==> src/rtl/bus_pkg.sv <==
// Shared types and default widths for the bus arbiter and related bus-side blocks.
package bus_pkg;

  typedef enum logic [1:0] {
    IDLE   = 2'd0,
    ACCESS = 2'd1,
    RESP   = 2'd2
  } bus_arb_state_t;

  localparam int unsigned BUS_ADDR_W = 32;
  localparam int unsigned BUS_DATA_W = 32;
  localparam int unsigned BUS_MASK_W = 4;

endpackage

==> src/rtl/rr_pick.sv <==
// Combinational round-robin picker: first set request after last_i, wrapping around.
module rr_pick #(
  parameter int unsigned N     = 2,
  parameter int unsigned IDX_W = $clog2(N)
) (
  input  logic [N-1:0]     req_i,
  input  logic [IDX_W-1:0] last_i,
  output logic [N-1:0]     grant_o,
  output logic [IDX_W-1:0] idx_o
);

  logic found;

  // Pass one looks strictly above the last grant, pass two wraps to the bottom.
  always_comb begin
    grant_o = '0;
    idx_o   = '0;
    found   = 1'b0;
    for (int unsigned k = 0; k < N; k++) begin
      if (!found && req_i[k] && (IDX_W'(k) > last_i)) begin
        found = 1'b1;
        idx_o = IDX_W'(k);
      end
    end
    for (int unsigned k = 0; k < N; k++) begin
      if (!found && req_i[k]) begin
        found = 1'b1;
        idx_o = IDX_W'(k);
      end
    end
    if (found) grant_o[idx_o] = 1'b1;
  end

endmodule

==> src/rtl/bus_arbiter.sv <==
// Round-robin arbiter sharing one bus_controller port among NUM_REQ requesters,
// one transaction at a time: IDLE (accept) -> ACCESS (bus cycle(s)) -> RESP (pulse).
module bus_arbiter
  import bus_pkg::*;
#(
  parameter int unsigned NUM_REQ    = 2,
  parameter int unsigned RD_LATENCY = 1,
  parameter int unsigned ADDR_W     = BUS_ADDR_W,
  parameter int unsigned DATA_W     = BUS_DATA_W
) (
  input  logic                            clk,
  input  logic                            rst,
  input  logic [NUM_REQ-1:0]              req_valid,
  output logic [NUM_REQ-1:0]              req_ready,
  input  logic [NUM_REQ*ADDR_W-1:0]       req_addr,
  input  logic [NUM_REQ*(DATA_W/8)-1:0]   req_wmask,
  input  logic [NUM_REQ*DATA_W-1:0]       req_wdata,
  output logic [NUM_REQ-1:0]              rsp_valid,
  output logic [DATA_W-1:0]               rsp_rdata,
  output logic [DATA_W/8-1:0]             bus_wmask,
  output logic [ADDR_W-1:0]               bus_addr,
  output logic [DATA_W-1:0]               bus_wdata,
  input  logic [DATA_W-1:0]               bus_rdata,
  output logic                            busy
);

  localparam int unsigned MASK_W = DATA_W / 8;
  localparam int unsigned IDX_W  = $clog2(NUM_REQ);
  localparam int unsigned CNT_W  = $clog2(RD_LATENCY + 1);

  bus_arb_state_t state_q, state_d;
  logic [IDX_W-1:0]   last_q, last_d;
  logic [IDX_W-1:0]   owner_q, owner_d;
  logic [ADDR_W-1:0]  addr_q, addr_d;
  logic [DATA_W-1:0]  wdata_q, wdata_d;
  logic [MASK_W-1:0]  wmask_q, wmask_d;
  logic [DATA_W-1:0]  rdata_q, rdata_d;
  logic [NUM_REQ-1:0] rsp_q, rsp_d;
  logic [CNT_W-1:0]   lat_cnt_q, lat_cnt_d;

  logic [NUM_REQ-1:0] win_oh;
  logic [IDX_W-1:0]   win_idx;

  logic [ADDR_W-1:0]  addr_s  [NUM_REQ];
  logic [MASK_W-1:0]  wmask_s [NUM_REQ];
  logic [DATA_W-1:0]  wdata_s [NUM_REQ];

  for (genvar i = 0; i < NUM_REQ; i++) begin : g_slice
    assign addr_s[i]  = req_addr[i*ADDR_W +: ADDR_W];
    assign wmask_s[i] = req_wmask[i*MASK_W +: MASK_W];
    assign wdata_s[i] = req_wdata[i*DATA_W +: DATA_W];
  end

  rr_pick #(
    .N     (NUM_REQ),
    .IDX_W (IDX_W)
  ) u_rr_pick (
    .req_i   (req_valid),
    .last_i  (last_q),
    .grant_o (win_oh),
    .idx_o   (win_idx)
  );

  always_ff @(posedge clk or negedge rst) begin
    if (!rst) begin
      state_q   <= IDLE;
      last_q    <= IDX_W'(NUM_REQ - 1);
      owner_q   <= '0;
      addr_q    <= '0;
      wdata_q   <= '0;
      wmask_q   <= '0;
      rdata_q   <= '0;
      rsp_q     <= '0;
      lat_cnt_q <= '0;
    end else begin
      state_q   <= state_d;
      last_q    <= last_d;
      owner_q   <= owner_d;
      addr_q    <= addr_d;
      wdata_q   <= wdata_d;
      wmask_q   <= wmask_d;
      rdata_q   <= rdata_d;
      rsp_q     <= rsp_d;
      lat_cnt_q <= lat_cnt_d;
    end
  end

  // wmask_q doubles as the write flag: it is nonzero only during the write ACCESS cycle.
  always_comb begin
    state_d   = state_q;
    last_d    = last_q;
    owner_d   = owner_q;
    addr_d    = addr_q;
    wdata_d   = wdata_q;
    wmask_d   = '0;
    rdata_d   = rdata_q;
    rsp_d     = '0;
    lat_cnt_d = lat_cnt_q;
    req_ready = '0;
    unique case (state_q)
      IDLE: begin
        if (rst && (|req_valid)) begin
          req_ready = win_oh;
          owner_d   = win_idx;
          last_d    = win_idx;
          addr_d    = addr_s[win_idx];
          wdata_d   = wdata_s[win_idx];
          wmask_d   = wmask_s[win_idx];
          lat_cnt_d = CNT_W'(1);
          state_d   = ACCESS;
        end
      end
      ACCESS: begin
        if (|wmask_q) begin
          rdata_d         = '0;
          rsp_d[owner_q]  = 1'b1;
          state_d         = RESP;
        end else if (lat_cnt_q == CNT_W'(RD_LATENCY)) begin
          rdata_d         = bus_rdata;
          rsp_d[owner_q]  = 1'b1;
          lat_cnt_d       = '0;
          state_d         = RESP;
        end else begin
          lat_cnt_d = lat_cnt_q + CNT_W'(1);
        end
      end
      RESP: begin
        addr_d  = '0;
        wdata_d = '0;
        state_d = IDLE;
      end
      default: state_d = IDLE;
    endcase
  end

  assign rsp_valid = rsp_q;
  assign rsp_rdata = rdata_q;
  assign bus_wmask = wmask_q;
  assign bus_addr  = addr_q;
  assign bus_wdata = wdata_q;
  assign busy      = (state_q != IDLE);

endmodule

==> config.mk <==
export PLATFORM = sky130hd
export DESIGN_NAME = bus_arbiter
export DESIGN_NICKNAME = d
export VERILOG_FILES = /design/src/rtl/bus_pkg.sv /design/src/rtl/rr_pick.sv /design/src/rtl/bus_arbiter.sv
export SDC_FILE = /design/constraint.sdc
export NUM_CORES = 1
export LEC_CHECK = 0
export CAP_MARGIN = 15
export CORE_ASPECT_RATIO = 1.1
export CORE_UTILIZATION = 25
export CTS_BUF_LIST = sky130_fd_sc_hd__clkbuf_16
export CTS_CLUSTER_SIZE = 30
export DETAILED_ROUTE_END_ITERATION = 12
export GPL_TIMING_DRIVEN = 0
export SLEW_MARGIN = 20
export SYNTH_ARGS = -nofsm -noshare
export SYNTH_HDL_FRONTEND = slang
export SYNTH_HIERARCHICAL = 1
export SYNTH_SLANG_ARGS = --single-unit
==> constraint.sdc <==
create_clock -name clk -period 2.1 [get_ports clk]
set_input_delay 0.315 -clock clk [delete_from_list [all_inputs] [get_ports clk]]
set_output_delay 0.315 -clock clk [all_outputs]
set_load 0.01 [all_outputs]
* Yosys cells after proc, flatten, opt, wreduce, memory -nomap -nowiden
Index checks and enable logic that the tools add are counted.
** Storage, ports and cells
- Register bits :: 107
- Bits of input ports :: 172
- Output and inout port bits :: 105
** Operators by class
- $add $sub $neg :: 1
- Order comparisons :: 7
- Equal/unequal tests :: 5
- Muxes and demuxes :: 42
- Bitwise gates (word level) :: 1
- Reduce and logical (&&, ||, !) cells :: 23
** Operator list (count)
- two-way mux 32 bit :: 10
- one-hot mux 32 bit (2 select lines) :: 2
- two-way mux 4 bit :: 5
- two-way mux 2 bit :: 9
- two-way mux 1 bit :: 12
- logical AND 1 bit :: 8
- AND reduction 2 bit :: 4
- nonzero test 2 bit :: 4
- less-than comparator 1 x 2 -> 1 bit (second input constant) :: 2
- inequality test 2 bit (second input constant) :: 2
- one-hot mux 2 bit (2 select lines) :: 1
- OR reduction 4 bit :: 1
- logical NOT 1 bit :: 3
- inequality test 3 bit (second input constant) :: 1
- AND reduction 3 bit :: 1
- demux 1 bit (select 1 bit) :: 2
- equality test 2 x 1 -> 1 bit (second input constant) :: 1
- equality test 2 bit (second input constant) :: 1
- greater-or-equal comparator 1 bit (second input constant) :: 2
- greater-or-equal comparator 2 bit (second input constant) :: 1
- > comparator 1 bit (first input constant) :: 2
- logical NOT 2 bit :: 1
- NOT 1 -> 2 bit :: 1
- one-hot mux 1 bit (2 select lines) :: 1
- 2 further kinds :: 2

* Logic depth before layout (Yosys ltp)
Gate-level depths: netlist of the first run.
- Depth after elaboration :: 20
- Depth in mapped cells :: 5

* By module
The synthesis of the first run kept the hierarchy.
** By module, submodules not included
- bus_arbiter :: times used 1, cells each 406, area an instance 4853.4 µm², sequential area each 2678.8 µm²
- rr_pick :: times used 1, cells each 4, area an instance 26.3 µm², sequential area each 0.0 µm²

* Worst setup path after synthesis of the first run
Ideal clock, no wire load.
- Path kind :: reg-to-reg
- Start point :: register state_q[0]
- End point :: register owner_q
- Setup time :: 0.125 ns
- Data arrival time :: 1.402 ns
- Path slack :: 0.573 ns
- Stages on the path, launching flop included :: 5
- Clock period less this slack :: 1.527 ns
- Path through :: dfrtp_1 > or3b_1 > or2_1 > buf_6 > mux2_4
** Between the ends
- Word-level cells in the longest chain between the ends :: 2
** RTL lines
- start, declared :: RTL line bus_arbiter.sv:31 : bus_arb_state_t state_q, state_d;
- start signal, assigned :: RTL line bus_arbiter.sv:76 : state_q <= state_d;
- logical NOT 2 bit :: RTL line bus_arbiter.sv:100 : unique case (state_q)
- AND reduction 2 bit (no line)
- end signal, assigned :: RTL line bus_arbiter.sv:78 : owner_q <= owner_d;
- end, declared :: RTL line bus_arbiter.sv:33 : logic [IDX_W-1:0] owner_q, owner_d;
No other way between the ends.
A chain may end at the register's enable or synchronous reset.

* Worst setup path in the final report of the first run
- Start point :: register state_q[1]
- End point :: output req_ready[0]
** Between the ends
- Word-level cells in the longest chain between the ends :: 2
** RTL lines
- logical NOT 2 bit :: RTL line bus_arbiter.sv:100
- two-way mux 2 bit :: RTL line bus_arbiter.sv:100
- end, declared :: RTL line bus_arbiter.sv:14 : output logic [NUM_REQ-1:0] req_ready,
No other way between the ends.

==> results.cfg, run 1 <==
[run_status]
status = finished clean

[cells_and_area]
final_cell_mix = 273 x clkdlybuf4s50_1, 106 x dfrtp_1, 68 x mux2i_1
design_area_sq_um = 8478
layout.nets = 877
finalNonFillerCells = 957
area_delta_synth_final_pct = 73.74
mostFrequentLayoutCell = clkdlybuf4s50_1
drive_above_1_share = 0.08310
antenna_cells = 0

[drt]
maxUsedRoutingLayer = met4
routed_via_density = 4.707
drt-met1-wl_um = 7176
wl_um = 17200
ant_nets = 0
dr.first_iter.drc_count = 130
met2_length_um = 8289
remaining_drc_errors = 0
drtPass1Iterations = 4
wl_per_cell_um = 17.97
dr_wl_met3_um = 1453
num_vias = 4505

[yosys]
ys_seq_area_frac = 0.5490
yosysUniqueCellTypes = 27
syn_nets = 582
synth_warnings = 6
syn_avg_cell_area_sq_um = 11.90
syn_inst = 410
synth_seq_cells = 107
syn_area_sq_um = 4880

[timing]
fmax_mhz = 497.2
clock_skew_ps = 8.848
timing.final.crit_share = 0.9577
hold_violations = 0
setup_viol = 0
fin_crit_ps = 2011
tightest_slew_ps = 932.9
worst_slack_ps = 88.76
maxSlewHeadroom = 0.3760
rsz0062_at_grt = no
slew_viol_final = 0

[worst_setup_path]
r2r_end = bus_wdata[23]
worstRegToRegCells = 5
crit_family = simple AND/OR/NAND/NOR gates
rr_startpoint = last_q
path_cells = or3b_4, nor2_1, and2_1, dlygate4sd2_1
r2r_slack_ps = 260
startpoint_type = flop
crit_buf_inv = 1
crit_fanout = 4
max_stage_delay_ps = 420
startpoint = state_q[1]
endpoint_kind = primary output
worstPathRequired_ps = 1780
cp_slowest_cell = or3b_4
cp_data_arrival_time_ps = 1700
critical_path_class = reg -> out

[job]
maxCapViolCount = 0

[global_route]
grt_pass1_vias = 4750
grt_max_degree = 33
grt_pass1_wl_um = 26130
antenna_found_initial = 0
grt_usage = 0.1725
overflow = 0

[die]
ios = 277
dieArea_sq_um = 20080
fp.dieW_um = 135.2
die_h_um = 148.5
initial_core_util = 0.2555
coreArea_sq_um = 19100
rows = 53

[clock_network]
clk_pin_slew_ps = 70
numClockSinks = 107
tritoncts = built
h-tree-depth = 3
cts_root_buf = clkbuf_16
cts_made_buffers = 9
max-clock-path-buffers = 2
clk_latency_ps = 350

[place]
io_buffers = 276
place_inst = 934
routabilityCongestion = 0.7639
place_area_sq_um = 7980
post-place-ws_ps = -943.2
detailedPlacementHpwl_um = 12870

[power_and_ir_drop]
totalPowerFinal_uw = 10720
leakagePower_uw = 0.003559
power.density_nw_per_um2 = 1265
ir_worst_vdd_uv = 538.4

[worst_hold_path]
hp-class = in -> async
cell type report:
class / instances / area [sq um]
repair buffers: 285 / 2955
clock buffers: 9 / 225.2
fillers: 1757 / 10620
plain buffers: 44 / 259.0
flip-flops and latches: 107 / 2679
multi-input cells: 254 / 1937
inverters: 4 / 15.01
well taps: 247 / 309.0
clock inverters: 7 / 98.84
power breakdown:
| group | total [uW] | internal, uW | switching [uW] |
|---|---|---|---|
| clock network | 1850 | 1050 | 794 |
| registers | 3630 | 3050 | 582 |
| logic | 5240 | 2960 | 2280 |
state kept, by name, indices dropped and copies added (netlist names):
name       cells
bus_wdata     32
bus_wmask      4
bus_addr      32
lat_cnt_q      1
state_q        2
last_q         1
owner_q        1
rsp_valid      2
rsp_rdata     32
metal layers:
metal  vias to the layer above  GRT usage
met5                         -          0
met4                         0    0.05056
met3                        18    0.05283
met2                       193     0.2938
met1                      2156     0.2079
li1                       2138          -
cells by family after synthesis:
group	share of synthesized area
simple gates	0.01898
buf+inv	0.05461
compound gates	0.2318
mux	0.1456
flops	0.5490
Yosys cell counts:
| library cell | instances | share of area |
|---|---|---|
| a21bo_2 | 1 | 0.0021 |
| a21boi_0 | 2 | 0.0031 |
| a21boi_1 | 1 | 0.0015 |
| a22o_1 | 32 | 0.057 |
| a31oi_2 | 1 | 0.0026 |
| and2_1 | 2 | 0.0026 |
| and3_1 | 1 | 0.0013 |
| buf_2 | 12 | 0.012 |
| buf_4 | 2 | 0.0031 |
| buf_6 | 8 | 0.018 |
| clkbuf_1 | 23 | 0.018 |
| dfrtp_1 | 106 | 0.54 |
| dfstp_2 | 1 | 0.0054 |
| inv_1 | 4 | 0.0031 |
| mux2_4 | 2 | 0.0062 |
| mux2i_1 | 68 | 0.14 |
| nand2_1 | 1 | 0.00077 |
| nand2b_1 | 1 | 0.0013 |
| nor2_1 | 8 | 0.0062 |
| nor2b_1 | 1 | 0.0013 |
| nor4_1 | 1 | 0.0013 |
| o211ai_1 | 64 | 0.098 |
| o21ai_0 | 1 | 0.0010 |
| o21ai_1 | 64 | 0.066 |
| or2_1 | 1 | 0.0013 |
| or2_2 | 1 | 0.0013 |
| or3b_1 | 1 | 0.0018 |
worst max path at each step:
stage / end / cells after the start / slack, ps
final: req_ready[0] / 4 / 90
after global routing: bus_addr[0] / 6 / 7
after CTS: req_ready[0] / 6 / 0.9
after detailed placement: req_ready[0] / 7 / -940
after global placement: req_ready[0] / 6 / -4340
after floorplan: owner_q / 4 / 570
repair_timing:
| item | 4_1_cts | 5_1_grt |
|---|---|---|
| resized for setup | 11 | 7 |
| endpoints found under the setup margin | 58 | 21 |
| hold endpoints to repair | 58 | 0 |
| gates cloned | 3 | 0 |
| setup buffers | 1 | 0 |
| pin swaps | 1 | 0 |
| hold buffers | 4 | 0 |
metrics by stage:
step / util / TNS, ps / hold WS, ps
6_report: 0.4439 / 0 / 22.00
5_1_grt: 0.4439 / 0 / 9.624
4_1_cts: 0.4439 / 0 / 14.85
3_5_place_dp: 0.4178 / -30990 / 268.5
3_3_place_gp: 0.4163 / -638050 / 450.5
2_1_floorplan: - / 0 / 19.41
Note: power is estimated with default switching activity, not from simulation.
==> inputs of run 2 (changes only) <==
--- a/config.mk
+++ b/config.mk
@@ -12,6 +12,7 @@
 export CTS_CLUSTER_SIZE = 30
 export DETAILED_ROUTE_END_ITERATION = 12
 export GPL_TIMING_DRIVEN = 0
+export HOLD_SLACK_MARGIN = 0.02
 export SLEW_MARGIN = 20
 export SYNTH_ARGS = -nofsm -noshare
 export SYNTH_HDL_FRONTEND = slang
==> results.cfg, run 2 (synthesis gave the netlist of run 1 again) <==
[place]
routabilityCongestion = 0.7639
io_buffers = 276
place_area_sq_um = 7980
detailedPlacementHpwl_um = 12870

[timing]
hold_violations = 0
timing.final.crit_share = 0.9578
slew_viol_final = 0
hold_ws_ps = 38.71
maxSlewHeadroom = 0.3804
clock_skew_ps = 6.521
fin_setup_tns_ps = 0
tightest_slew_ps = 926.3
fin_crit_ps = 2011
fmax_mhz = 497.2
rsz0062_at_grt = no
setup_viol = 0

[cells_and_area]
drive_above_1_share = 0.08298
antenna_cells = 0
layout.nets = 878
design_area_sq_um = 8488
final_cell_mix = 273 x clkdlybuf4s50_1, 106 x dfrtp_1, 68 x mux2i_1
mostFrequentLayoutCell = clkdlybuf4s50_1
area_delta_synth_final_pct = 73.95
post-route-util = 0.4444

[die]
fp.dieW_um = 135.2
initial_core_util = 0.2555
coreArea_sq_um = 19100
dieArea_sq_um = 20080
ios = 277
die_h_um = 148.5
rows = 53

[power_and_ir_drop]
seqPwrFrac = 0.339
ir_worst_vdd_uv = 537.8
power.density_nw_per_um2 = 1262
p_int_uw = 7066
p_comb_frac = 0.489
p_switching_uw = 3649
leakagePower_uw = 0.003563
clock_power_share = 0.172
switching_share = 0.3405

[worst_setup_path]
critical_path_class = reg -> out
startpoint_type = flop
endpoint_kind = primary output
worstPathRequired_ps = 1780
r2r_slack_ps = 260
cp_data_arrival_time_ps = 1700
crit_fanout = 4

[drt]
wl_per_cell_um = 18.02
drtPass1Iterations = 4
routed_via_density = 4.705
wl_um = 17260
num_vias = 4507
remaining_drc_errors = 0
ant_nets = 0
dr.first_iter.drc_count = 134

[global_route]
grt_pass1_vias = 4755
grt_max_degree = 33
grt_pass1_wl_um = 26210
grt_usage = 0.1732
antenna_found_initial = 0
overflow = 0

[worst_hold_path]
hp-class = in -> async

[clock_network]
cts_made_buffers = 9
numClockSinks = 107
max-clock-path-buffers = 2
clk_latency_ps = 350
h-tree-depth = 3
cts_root_buf = clkbuf_16
tritoncts = built
clk_pin_slew_ps = 70

[run_status]
status = finished clean

[job]
maxCapViolCount = 0
## run 2: cell count changes in the layout (fill, tap and decap cells not counted)
cell           delta
dlygate4sd3_1     +1
## run 2: layout make-up
class                           count  area, sq um
Clock inverter                      7        98.84
Tap cell                          247        309.0
Inverter                            4        15.01
Fill cell                        1756        10610
Timing Repair Buffer              286         2965
Multi-Input combinational cell    254         1937
Buffer                             44        259.0
Sequential cell                   107         2679
Clock buffer                        9        225.2
## run 2: power groups by stage
stage                     Combinational [uW]  Clock, uW  Sequential, uW
after detailed placement                5270          0            3650
after global routing                    5650       1990            3770
after global placement                  5190          0            3620
after floorplan                         1860          0            4030
final                                   5240       1840            3630
after CTS                               5320       1910            3640
## run 2: per-layer routing
metal,share of wire,up-vias,global-route usage
li1,-,2139,-
met1,0.41,2152,0.2083
met2,0.48,198,0.2959
met3,0.087,18,0.05283
met4,0.016,0,0.05056
met5,0,-,0
## run 2: stage by stage
step                      setup WS (ps)  power (uW)  std cells
after floorplan                   572.7        5894        410
after global placement            -4336        8806        933
after detailed placement         -943.2        8920        934
after CTS                        0.8752       10880        958
after global routing              6.634       11410        958
final                             88.62       10710        958
## run 2: final timing paths
path                       startpoint            end  depth (start not counted)
setup / recovery           state_q[1]   req_ready[0]                          4
hold / removal                    rst  bus_wdata[13]                          2
setup reg to reg               last_q  bus_wdata[23]                          5
hold reg to reg               owner_q   rsp_valid[0]                          1
max in group asynchronous         rst  rsp_rdata[18]                          3
min in group clk              owner_q   rsp_valid[0]                          1
## run 2: repair_timing
| action | in CTS | in global routing |
|---|---|---|
| resized for setup | 11 | 7 |
| endpoints found under the setup margin | 58 | 21 |
| setup buffers | 1 | 0 |
| pin swaps | 1 | 0 |
| endpoints found under the hold margin | 58 | 0 |
| hold buffers | 5 | 0 |
| cloned | 3 | 0 |
## run 2: critical path, stage by stage, from the launching register on
cell	delay, ps
dfrtp_1	410
or3b_4	420
nor2_1	110
and2_1	130
dlygate4sd2_1	280
==> inputs of run 3 (changes only) <==
--- a/config.mk
+++ b/config.mk
@@ -6,13 +6,15 @@
 export NUM_CORES = 1
 export LEC_CHECK = 0
 export CAP_MARGIN = 15
+export CELL_PAD_IN_SITES_DETAIL_PLACEMENT = 1
+export CELL_PAD_IN_SITES_GLOBAL_PLACEMENT = 1
 export CORE_ASPECT_RATIO = 1.1
 export CORE_UTILIZATION = 25
 export CTS_BUF_LIST = sky130_fd_sc_hd__clkbuf_16
 export CTS_CLUSTER_SIZE = 30
 export DETAILED_ROUTE_END_ITERATION = 12
 export GPL_TIMING_DRIVEN = 0
-export HOLD_SLACK_MARGIN = 0.02
+export PLACE_DENSITY_LB_ADDON = 0.1
 export SLEW_MARGIN = 20
 export SYNTH_ARGS = -nofsm -noshare
 export SYNTH_HDL_FRONTEND = slang
==> results.cfg, run 3 (synthesis gave the netlist of run 1 again) <==
[cells_and_area]
multi_input_area_sq_um = 1939
drive_above_1_share = 0.09001
seqCellArea_sq_um = 2679
mostFrequentLayoutCell = clkdlybuf4s50_1
layout.nets = 878
antenna_cells = 0
finalNonFillerCells = 958
final_cell_mix = 273 x clkdlybuf4s50_1, 106 x dfrtp_1, 68 x mux2i_1
area_delta_synth_final_pct = 73.72
nFillCells = 2056

[die]
dieArea_sq_um = 20080
ios = 277
coreArea_sq_um = 19100
die_h_um = 148.5
initial_core_util = 0.2555
rows = 53
fp.dieW_um = 135.2

[global_route]
gr-usage-met1 = 0.2081
grt_pass1_vias = 5061
grtUsageMet2 = 0.3231
grt_max_degree = 30
grt_busiest_layer = met2
antenna_found_initial = 0
grt.met3_usage = 0.05283
overflow = 0
grt_pass1_wl_um = 27810
grt_usage = 0.1825

[worst_setup_path]
endpoint_kind = primary output
r2r_slack_ps = 260
crit_fanout = 4
r2r_end = rsp_rdata[26]
cp_slowest_cell = dfrtp_1
critical_path_class = reg -> out
worstRegToRegCells = 5
worstPathRequired_ps = 1780
rr_startpoint = bus_wmask[1]
max_stage_delay_ps = 410
startpoint_type = flop
path_cells = or3b_4, nor2_1, and2_1, clkdlybuf4s15_1
cp_data_arrival_time_ps = 1690

[job]
maxCapViolCount = 0

[timing]
clock_skew_ps = 10.21
maxSlewHeadroom = 0.6021
worst_slack_ps = 96.39
fmax_mhz = 499.1
timing.final.crit_share = 0.9541
rsz0062_at_grt = no
slew_viol_final = 0
tightest_slew_ps = 591.5
fin_crit_ps = 2004
setup_viol = 0
hold_ws_ps = 17.09
hold_violations = 0

[clock_network]
cts_made_buffers = 9
clk_latency_ps = 350
numClockSinks = 107
tritoncts = built
max-clock-path-buffers = 2
h-tree-depth = 3
clk_pin_slew_ps = 70
cts_root_buf = clkbuf_16

[place]
post-place-ws_ps = -1050
detailedPlacementHpwl_um = 13480
io_buffers = 276
routabilityCongestion = 0.7032
place_inst = 934

[power_and_ir_drop]
ir_worst_vdd_uv = 531.7
power.density_nw_per_um2 = 1256
leakagePower_uw = 0.003549

[run_status]
status = finished clean

[drt]
routed_via_density = 4.743
ant_nets = 0
dr.first_iter.drc_count = 110
drtPass1Iterations = 4
num_vias = 4544
wl_per_cell_um = 18.76
wl_um = 17970
remaining_drc_errors = 0

[worst_hold_path]
hp-class = in -> async
==> run 3: report_power, final <==
| group | leakage [uW] | internal (uW) | switching, uW | total, uW |
|---|---|---|---|---|
| sequential | 0.00137 | 3050 | 570 | 3620 |
| clock | 0.000147 | 935 | 808 | 1740 |
| combinational | 0.00203 | 2960 | 2320 | 5280 |
==> run 3: metal layers <==
metal	wire length, um	vias up
met5	0	-
met3	1489	17
met1	7132	2218
met4	286	0
met2	9065	172
li1	-	2137
==> run 3: critical path, delay by kind of cell (launching register included) <==
family	cells	cell delay, ps
flip-flops	1	410
buffers and inverters	1	260
AND/OR/NAND/NOR	3	670
==> run 3: worst max path at each step <==
stage                  from           end  cells past startpoint
2_1_floorplan    state_q[0]       owner_q                      4
3_3_place_gp            rst  req_ready[0]                      6
3_5_place_dp            rst  req_ready[0]                      7
4_1_cts        req_valid[1]   bus_addr[5]                      6
5_1_grt          state_q[1]  req_ready[1]                      4
6_report         state_q[1]  req_ready[1]                      4
==> run 3: layout make-up <==
class	instances	share of cell area
Clock inverter	7	0.008708
Buffer	44	0.03070
Timing Repair Buffer	286	0.3510
Multi-Input combinational cell	254	0.2288
Clock buffer	9	0.02657
Inverter	4	0.001771
Sequential cell	107	0.3160
Tap cell	247	0.03646
==> run 3: timing repair <==
item,4_1_cts,5_1_grt
gates resized for setup,11,13
gates cloned,2,0
hold endpoints to repair,49,0
setup endpoints to repair,63,39
hold buffers,6,0
setup buffers,1,0
pin swaps,1,0
==> run 3: stage by stage <==
stage / utilization / area [sq um] / TNS (ps) / power (uW)
2_1_floorplan: - / 4880 / 0 / 5894
3_3_place_gp: 0.4163 / 7951 / -660070 / 8811
3_5_place_dp: 0.4178 / 7980 / -34140 / 8969
4_1_cts: 0.4436 / 8472 / 0 / 10820
5_1_grt: 0.4439 / 8477 / 0 / 11360
6_report: 0.4439 / 8477 / 0 / 10640
